==> config.mk <==
export PLATFORM = sky130hd
export DESIGN_NAME = reg_wb_arbiter
export DESIGN_NICKNAME = d
export VERILOG_FILES = /design/src/rtl/reg_wb_arbiter.sv
export SDC_FILE = /design/constraint.sdc
export NUM_CORES = 1
export LEC_CHECK = 0
export BUFFER_PORTS_ARGS = -buffer_cell sky130_fd_sc_hd__buf_2
export CORE_MARGIN = 2
export CORE_UTILIZATION = 29
export CTS_CLUSTER_DIAMETER = 120
export CTS_CLUSTER_SIZE = 10
export DETAILED_ROUTE_END_ITERATION = 7
export MAX_ROUTING_LAYER = met4
export PLACE_DENSITY = 0.51
export SLEW_MARGIN = 20
export SYNTH_ARGS = -nofsm -noshare
export SYNTH_HDL_FRONTEND = slang
export SYNTH_SLANG_ARGS = --single-unit
==> constraint.sdc <==
create_clock -name clk -period 4.8 [get_ports clk]
set_clock_uncertainty 0.2 [all_clocks]
set_input_delay 0.72 -clock clk [delete_from_list [all_inputs] [get_ports clk]]
set_output_delay 0.72 -clock clk [all_outputs]
set_load 0.02 [all_outputs]
==> src/rtl/reg_wb_arbiter.sv <==
// reg_wb_arbiter: round-robin arbiter merging two register-file writeback
// requesters (A = ALU, B = load) into a single registered write stage.
//
// Ports
//   clk, rst              single clock, synchronous active-high reset
//   a_valid/a_reg/a_data  requester A write request (index, data)
//   a_ready               A handshake accepted this cycle (combinational)
//   b_valid/b_reg/b_data  requester B write request
//   b_ready               B handshake accepted this cycle (combinational)
//   wp_busy               register-file write port stalled, holds the stage
//   wr_en                 one-hot write enables, bit i writes Ri
//   wr_reg, wr_data       index and data of the write in the output stage
//   pending               bit i set while an accepted write to Ri is in flight
//   bad_reg               one-cycle pulse for a dropped write to a non-writable index
//   wr_count              number of retired writes (wraps)
module reg_wb_arbiter #(
  parameter int unsigned DW   = 32,
  parameter int unsigned NREG = 15
) (
  input  logic            clk,
  input  logic            rst,
  input  logic            a_valid,
  output logic            a_ready,
  input  logic [3:0]      a_reg,
  input  logic [DW-1:0]   a_data,
  input  logic            b_valid,
  output logic            b_ready,
  input  logic [3:0]      b_reg,
  input  logic [DW-1:0]   b_data,
  input  logic            wp_busy,
  output logic [NREG-1:0] wr_en,
  output logic [3:0]      wr_reg,
  output logic [DW-1:0]   wr_data,
  output logic [NREG-1:0] pending,
  output logic            bad_reg,
  output logic [15:0]     wr_count
);

  localparam int unsigned CNT_W  = 16;
  localparam logic [4:0]  NREG_L = 5'(NREG);
  localparam logic        GRANT_A = 1'b0;
  localparam logic        GRANT_B = 1'b1;

  // Decode a register index into a one-hot enable vector.
  function automatic logic [NREG-1:0] onehot(input logic [3:0] idx);
    logic [NREG-1:0] oh;
    oh = '0;
    for (int unsigned i = 0; i < NREG; i++) begin
      oh[i] = (idx == 4'(i));
    end
    return oh;
  endfunction

  // State
  logic             r_out_v;
  logic             r_last_grant;
  logic             r_bad_reg;
  logic [3:0]       r_wr_reg;
  logic [DW-1:0]    r_wr_data;
  logic [NREG-1:0]  r_wr_en;
  logic [NREG-1:0]  r_pending;
  logic [CNT_W-1:0] r_wr_count;

  // Next-state values
  logic             w_nxt_out_v;
  logic             w_nxt_last_grant;
  logic             w_nxt_bad_reg;
  logic [3:0]       w_nxt_wr_reg;
  logic [DW-1:0]    w_nxt_wr_data;
  logic [NREG-1:0]  w_nxt_wr_en;
  logic [NREG-1:0]  w_nxt_pending;
  logic [CNT_W-1:0] w_nxt_wr_count;

  // Handshake / arbitration
  logic             w_can_accept;
  logic             w_retire;
  logic             w_grant_a;
  logic             w_grant_b;
  logic             w_hs;
  logic [3:0]       w_idx;
  logic [DW-1:0]    w_data;
  logic             w_drop;
  logic [NREG-1:0]  w_idx_oh;

  // Stage frees up either when empty or when its write retires this cycle.
  assign w_can_accept = !r_out_v || !wp_busy;
  assign w_retire     = r_out_v && !wp_busy;

  // Round-robin: on a conflict the requester not granted last wins.
  // Readies depend only on valids, last grant, stage state and stall.
  assign w_grant_a = !rst && w_can_accept && a_valid &&
                     (!b_valid || (r_last_grant == GRANT_B));
  assign w_grant_b = !rst && w_can_accept && b_valid &&
                     (!a_valid || (r_last_grant == GRANT_A));
  assign w_hs      = w_grant_a || w_grant_b;

  assign w_idx    = w_grant_b ? b_reg  : a_reg;
  assign w_data   = w_grant_b ? b_data : a_data;
  // Any index past the last writable register (4'hF at the default size) is dropped.
  assign w_drop   = ({1'b0, w_idx} >= NREG_L);
  assign w_idx_oh = onehot(w_idx);

  // Next-state computation for the output stage and bookkeeping.
  always_comb begin
    w_nxt_out_v      = r_out_v;
    w_nxt_last_grant = r_last_grant;
    w_nxt_wr_reg     = r_wr_reg;
    w_nxt_wr_data    = r_wr_data;
    w_nxt_wr_en      = r_wr_en;
    w_nxt_bad_reg    = 1'b0;

    if (w_retire) begin
      w_nxt_out_v = 1'b0;
      w_nxt_wr_en = '0;
    end

    if (w_hs) begin
      w_nxt_out_v      = !w_drop;
      w_nxt_wr_reg     = w_idx;
      w_nxt_wr_data    = w_data;
      w_nxt_wr_en      = w_drop ? '0 : w_idx_oh;
      w_nxt_last_grant = w_grant_b ? GRANT_B : GRANT_A;
      w_nxt_bad_reg    = w_drop;
    end

    // Set wins over clear so a same-register retire+accept keeps the bit.
    w_nxt_pending  = (r_pending & ~({NREG{w_retire}} & r_wr_en)) |
                     ({NREG{w_hs && !w_drop}} & w_idx_oh);
    w_nxt_wr_count = r_wr_count + CNT_W'(w_retire);
  end

  // State register; reset discards any write sitting in the stage.
  always_ff @(posedge clk) begin
    if (rst) begin
      r_out_v      <= 1'b0;
      r_last_grant <= GRANT_B;
      r_bad_reg    <= 1'b0;
      r_wr_reg     <= '0;
      r_wr_data    <= '0;
      r_wr_en      <= '0;
      r_pending    <= '0;
      r_wr_count   <= '0;
    end else begin
      r_out_v      <= w_nxt_out_v;
      r_last_grant <= w_nxt_last_grant;
      r_bad_reg    <= w_nxt_bad_reg;
      r_wr_reg     <= w_nxt_wr_reg;
      r_wr_data    <= w_nxt_wr_data;
      r_wr_en      <= w_nxt_wr_en;
      r_pending    <= w_nxt_pending;
      r_wr_count   <= w_nxt_wr_count;
    end
  end

  assign a_ready  = w_grant_a;
  assign b_ready  = w_grant_b;
  assign wr_en    = r_wr_en;
  assign wr_reg   = r_wr_reg;
  assign wr_data  = r_wr_data;
  assign pending  = r_pending;
  assign bad_reg  = r_bad_reg;
  assign wr_count = r_wr_count;

endmodule

==> impl_metrics.json, run 1 <==
{
  "run_status": "complete, no violations",
  "async_reset_ff_share_pct": 0,
  "num_io_pins": 162,
  "yosys_most_used_dff": "dfxtp_1",
  "grt_max_degree": 71,
  "synth-xor-area-share_pct": 3.02,
  "cts_made_buffers": 9,
  "synthesis.area_sq_um": 3770,
  "grt_pass1_vias": 3449,
  "routedWlPerCell_um": 14.8,
  "synth_top_family_by_area": "simple AND/OR/NAND/NOR gates",
  "drt_iter0_markers": 194,
  "synth_edf_count": 0,
  "reg2reg_depth": 8,
  "period_needed_ps": 3040,
  "fmax_mhz": 329,
  "synth_top_area_cell": "dfxtp_1",
  "design_area_sq_um": 4980,
  "largest_reg_flops": 32,
  "clkSinkCount": 85,
  "rsz0062_at_grt": "false",
  "drc": 0,
  "cts_tree": "built",
  "tightest_slew_ps": 805,
  "ys_warn_count": 0,
  "tns_ps": 0,
  "leakage_nw": 2.22,
  "hpwl_um": 7700,
  "r2r-end": "wr_count[14]",
  "timing.rr.start": "r_out_v",
  "cp_max_fo": 32,
  "start_kind": "primary input",
  "via_per_inst": 4.77,
  "hold_viol": 0,
  "syn_inst": 418,
  "power_density_nw_per_um2": 355,
  "cts.path.max_buffers": 2,
  "gp_congestion": 0.849,
  "synth_top_area_share_pct": 45.1,
  "r2r_slack_ps": 2460,
  "die_area_sq_um": 13900,
  "clk_latency_ps": 330,
  "firstDrtPassIters": 4,
  "crit_end": "b_ready",
  "yosysMostFrequentCell": "dfxtp_1",
  "synth_area_leaders": "dfxtp_1 (45%), nand2_1 (7.8%), nand3b_1 (4.8%), nor2_1 (4.5%), a311oi_2 (4.0%)",
  "seq_area_frac_synth_pct": 45.1,
  "post_synth.cell_area_avg_sq_um": 9.02,
  "setup_violations": 0,
  "endpoint_kind": "output pin",
  "root_buffer": "clkbuf_16",
  "slew_headroom_pct": 46.3,
  "holdBufCountCts": 0,
  "layout-drive-gt1-share_pct": 35.6,
  "wirelength_um": 11100,
  "critPathArrivalTime_ps": 2120,
  "synthDistinctLibCells": 43,
  "max-vdd-ir-drop_uv": 135,
  "core_sq_um": 12700,
  "placed_cell_area_sq_um": 4660,
  "fp-row-count": 41,
  "portBuffers": 161,
  "criticalPathCategory": "primary input to output pin",
  "die_h_um": 118,
  "start_util_pct": 29.8,
  "drv_cap": 0,
  "final_nets": 646,
  "die_w_um": 118,
  "ys_ff_latch": 85,
  "clk_pin_slew_ps": 60,
  "syn-num-nets": 497,
  "drtAntennaViolNets": 0,
  "synth_compound_area_share_pct": 18.7,
  "critPathRequiredTime_ps": 3880,
  "crit_start": "b_valid",
  "hold_class": "flip-flop to flip-flop",
  "cts_setup_buffers": 0,
  "area_growth_pct": 32.1,
  "synthTopCellsByCount": "dfxtp_1 (85), nand2_1 (78), nor2_1 (45), nand3b_1 (24), o21ai_0 (24)",
  "synth_mux_area_share_pct": 4.08,
  "grt_pass1_wl_um": 17500,
  "final_min_period_over_clock_period_pct": 63.4,
  "drv_slew": 0,
  "grt_usage_pct": 16.0,
  "gr-total-overflow": 0,
  "synthAdderAreaFrac_pct": 0.664,
  "antenna_found_initial": 2,
  "ctsHtreeMaxLevel": 3,
  "cts_resized": 0,
  "vias": 3555,
  "synthSimpleGateAreaFrac_pct": 23.4
}
[routing by layer]
layer  global-route usage, %  vias up  share of wire [%]
li1                        -     1772                  -
met1                    19.8     1675                 47
met2                    25.5       98                 47
met3                    4.36       10                5.5
met4                    4.67        0                1.4
met5                       -        -                  0
[how the worst min path moves through the flow]
stage                 from     endpoint  slack (ps)  cells after the start
6_report        pending[5]   pending[5]         280                      2
5_1_grt           wr_en[7]     wr_en[7]         310                      1
4_1_cts          wr_en[11]    wr_en[11]         290                      1
3_5_place_dp   wr_data[28]  wr_data[28]         270                      2
3_3_place_gp      wr_en[4]     wr_en[4]         270                      1
2_1_floorplan      r_out_v      r_out_v         310                      2
[metrics by stage]
stage / hold WS (ps) / std cells / util (%) / worst slack [ps] / power (mW)
6_report: 283 / 745 / 39.3 / 1760 / 1.77
5_1_grt: 306 / 745 / 39.3 / 1620 / 1.85
4_1_cts: 285 / 743 / 39.2 / 1770 / 1.79
3_5_place_dp: 270 / 728 / 36.7 / 1760 / 1.04
3_3_place_gp: 265 / 728 / 36.7 / 1800 / 1.04
2_1_floorplan: 312 / 418 / - / 2120 / 0.947
[critical path, stage by stage]
cell      delay (ps)
buf_2            130
a21boi_2         520
nand2_2          120
clkinv_2         370
buf_2            250
[kinds of logic (layout without fill, tap and decap cells)]
kind of cell               Yosys count  in the layout
xor gates and xnor gates            13             13
buffers and inverters               32            185
other                                0              2
DFF                                 85             85
adders and majority gates            2              2
AOI/OAI and AO/OA                   86             86
muxes                               15             15
and+or+nand+nor                    185            185
[power by group]
part	internal (mW)	leakage [nW]	switching, mW
clock	0.467	0.152	0.279
combinational	0.0966	1.37	0.164
sequential	0.743	0.695	0.0193
[placed cells by master, fill, tap and decap left out, types with 5 or more instances in the layout]
master / Yosys / layout
a21oi_1: 7 / 7
a311oi_1: 17 / 17
a311oi_2: 10 / 10
and3_1: 5 / 5
buf_2: 8 / 161
clkbuf_16: 0 / 9
dfxtp_1: 85 / 85
mux2i_1: 12 / 12
nand2_1: 78 / 78
nand2b_1: 7 / 7
nand3_1: 6 / 6
nand3b_1: 24 / 24
nor2_1: 45 / 45
o21ai_0: 24 / 24
o2bb2ai_1: 15 / 15
xnor2_1: 10 / 10
[final cells by class]
cell class,instances,area [sq um]
fill,1318,7690
timing repair buffer,165,836
clock buffer,11,243
antenna,2,5.00
clock inverter,4,72.6
inverter,5,20.0
tap,172,215
sequential,85,1700
multi-input combinational,301,1890
Power figures use the tool's default switching activity.
==> run 2, diff against run 1 <==
Settings changed: PLACE_DENSITY 0.51 to 0.53.
Clock period 4.8 ns to 2.55 ns, I/O delays scaled along.
==> run 2 against run 1 <==
  * Sequential power rose by 88%
  * Highest routed layer unchanged
  * Critical endpoint unchanged
  * Total power rose by 80%
  * Sequential cell count did not move
  * Via count rose by 0.68%
  * Sequential share of layout area barely moved
  * Largest cell class unchanged
  * Core utilization barely moved
  * Critical path depth fell by 1
  * Non-clock buffer count rose by 4
  * Die area did not move
  * Largest power group unchanged
  * First-iteration DRC count fell by 25%
  * Register-to-register slack got worse by 2100 ps
  * Wire length fell by 0.63%
==> impl_metrics.json, run 2 (same netlist as run 1, synthesis figures left out) <==
{
  "holdBufCountCts": 0,
  "power_mw": 3.18,
  "area_growth_pct": 32.1,
  "hpwl_um": 7900,
  "placed_cell_area_sq_um": 4700,
  "die_area_sq_um": 13900,
  "cts_resized": 0,
  "final_min_period_over_clock_period_pct": 85.7,
  "start_kind": "flip-flop",
  "drc": 0,
  "cts.path.max_buffers": 2,
  "setup_violations": 0,
  "layout-drive-gt1-share_pct": 35.9,
  "drtAntennaViolNets": 0,
  "num_antenna_cells": 0,
  "hold_class": "primary input to flip-flop",
  "final_common_cell": "buf_2",
  "cts_setup_buffers": 0,
  "wirelength_um": 11000,
  "drv_slew": 0,
  "portBuffers": 161,
  "grt_usage_pct": 16.1,
  "largest_reg_flops": 32,
  "leakage_nw": 2.22,
  "met1_length_um": 5110,
  "rsz0062_at_grt": "false",
  "firstDrtPassIters": 4,
  "clk_pin_slew_ps": 60,
  "max-vdd-ir-drop_uv": 239,
  "cp_max_fo": 26,
  "top_layer_used": "met4",
  "cts_tree": "built",
  "antenna_found_initial": 0,
  "grt_max_degree": 48,
  "grt_pass1_wl_um": 17600,
  "drt_iter0_markers": 145,
  "crit_family": "buffers and inverters",
  "route.met3.wl_um": 563,
  "slowest_delay_ps": 340,
  "root_buffer": "clkbuf_16",
  "tightest_slew_ps": 685,
  "start_util_pct": 29.8,
  "worstPathCellList": "a21oi_4, nand2_2, clkinv_2, buf_2",
  "endpoint_kind": "output pin",
  "fp-row-count": 41,
  "critPathArrivalTime_ps": 1600,
  "die_w_um": 118,
  "drv_cap": 0,
  "run_status": "complete, no violations",
  "design_area_sq_um": 4980,
  "cp_num_buf_inv": 2,
  "vias": 3579,
  "num_io_pins": 162,
  "layout_common_cells": "buf_2 (161), dfxtp_1 (85), nand2_1 (78)",
  "fmax_mhz": 458,
  "period_needed_ps": 2180,
  "tns_ps": 0,
  "cts_made_buffers": 9,
  "wl_met2_um": 5060,
  "routedWlPerCell_um": 14.7,
  "crit_slowest_cell": "dfxtp_1",
  "clk_latency_ps": 340,
  "core_sq_um": 12700,
  "die_h_um": 118,
  "power_density_nw_per_um2": 638,
  "hold_viol": 0,
  "gr-total-overflow": 0,
  "critPathRequiredTime_ps": 1970,
  "grt_pass1_vias": 3509,
  "final_nets": 650,
  "criticalPathCategory": "flip-flop to output pin",
  "slew_headroom_pct": 54.2,
  "gp_congestion": 0.775,
  "via_per_inst": 4.78,
  "clkSinkCount": 85,
  "ctsHtreeMaxLevel": 3
}
[run 2: cell type report]
cell class	count	area, sq um
Tap cell	172	215
Clock inverter	3	20.0
Inverter	5	20.0
Timing Repair Buffer	169	878
Sequential cell	85	1700
Multi-Input combinational cell	301	1890
Clock buffer	13	260
Fill cell	1341	7690
[run 2: tightest hold or removal path, delay by kind of cell]
family          cells  cell delay [ps]
compound gates      1               80
buf+inv             1               90
simple gates        1               40
[run 2: stage by stage]
step | std cells | hold slack (ps) | util (%) | setup WS, ps
floorplan | 418 | 312 | - | 186
global placement | 732 | 262 | 37.1 | 409
detailed placement | 732 | 268 | 37.1 | 319
CTS | 748 | 99.1 | 39.3 | 376
global route | 748 | 109 | 39.3 | 199
finish | 748 | 109 | 39.3 | 365
[run 2: layer usage]
layer,global-route usage (%),vias to the layer above
met5,-,-
met4,6.48,0
met3,3.44,19
met2,25.3,106
met1,20.1,1666
li1,-,1788
[run 2: worst paths after layout]
path             start           end  slack [ps]  depth (start not counted)
max reg2reg    r_out_v  wr_count[14]         380                          7
min          a_data[2]    wr_data[2]         110                          3
min reg2reg   wr_en[0]      wr_en[0]         280                          1
max            r_out_v       b_ready         370                          4
[run 2: power by group]
part	internal, mW	switching [mW]	total, mW
Combinational	0.189	0.313	0.502
Sequential	1.40	0.0359	1.43
Clock	0.713	0.529	1.24
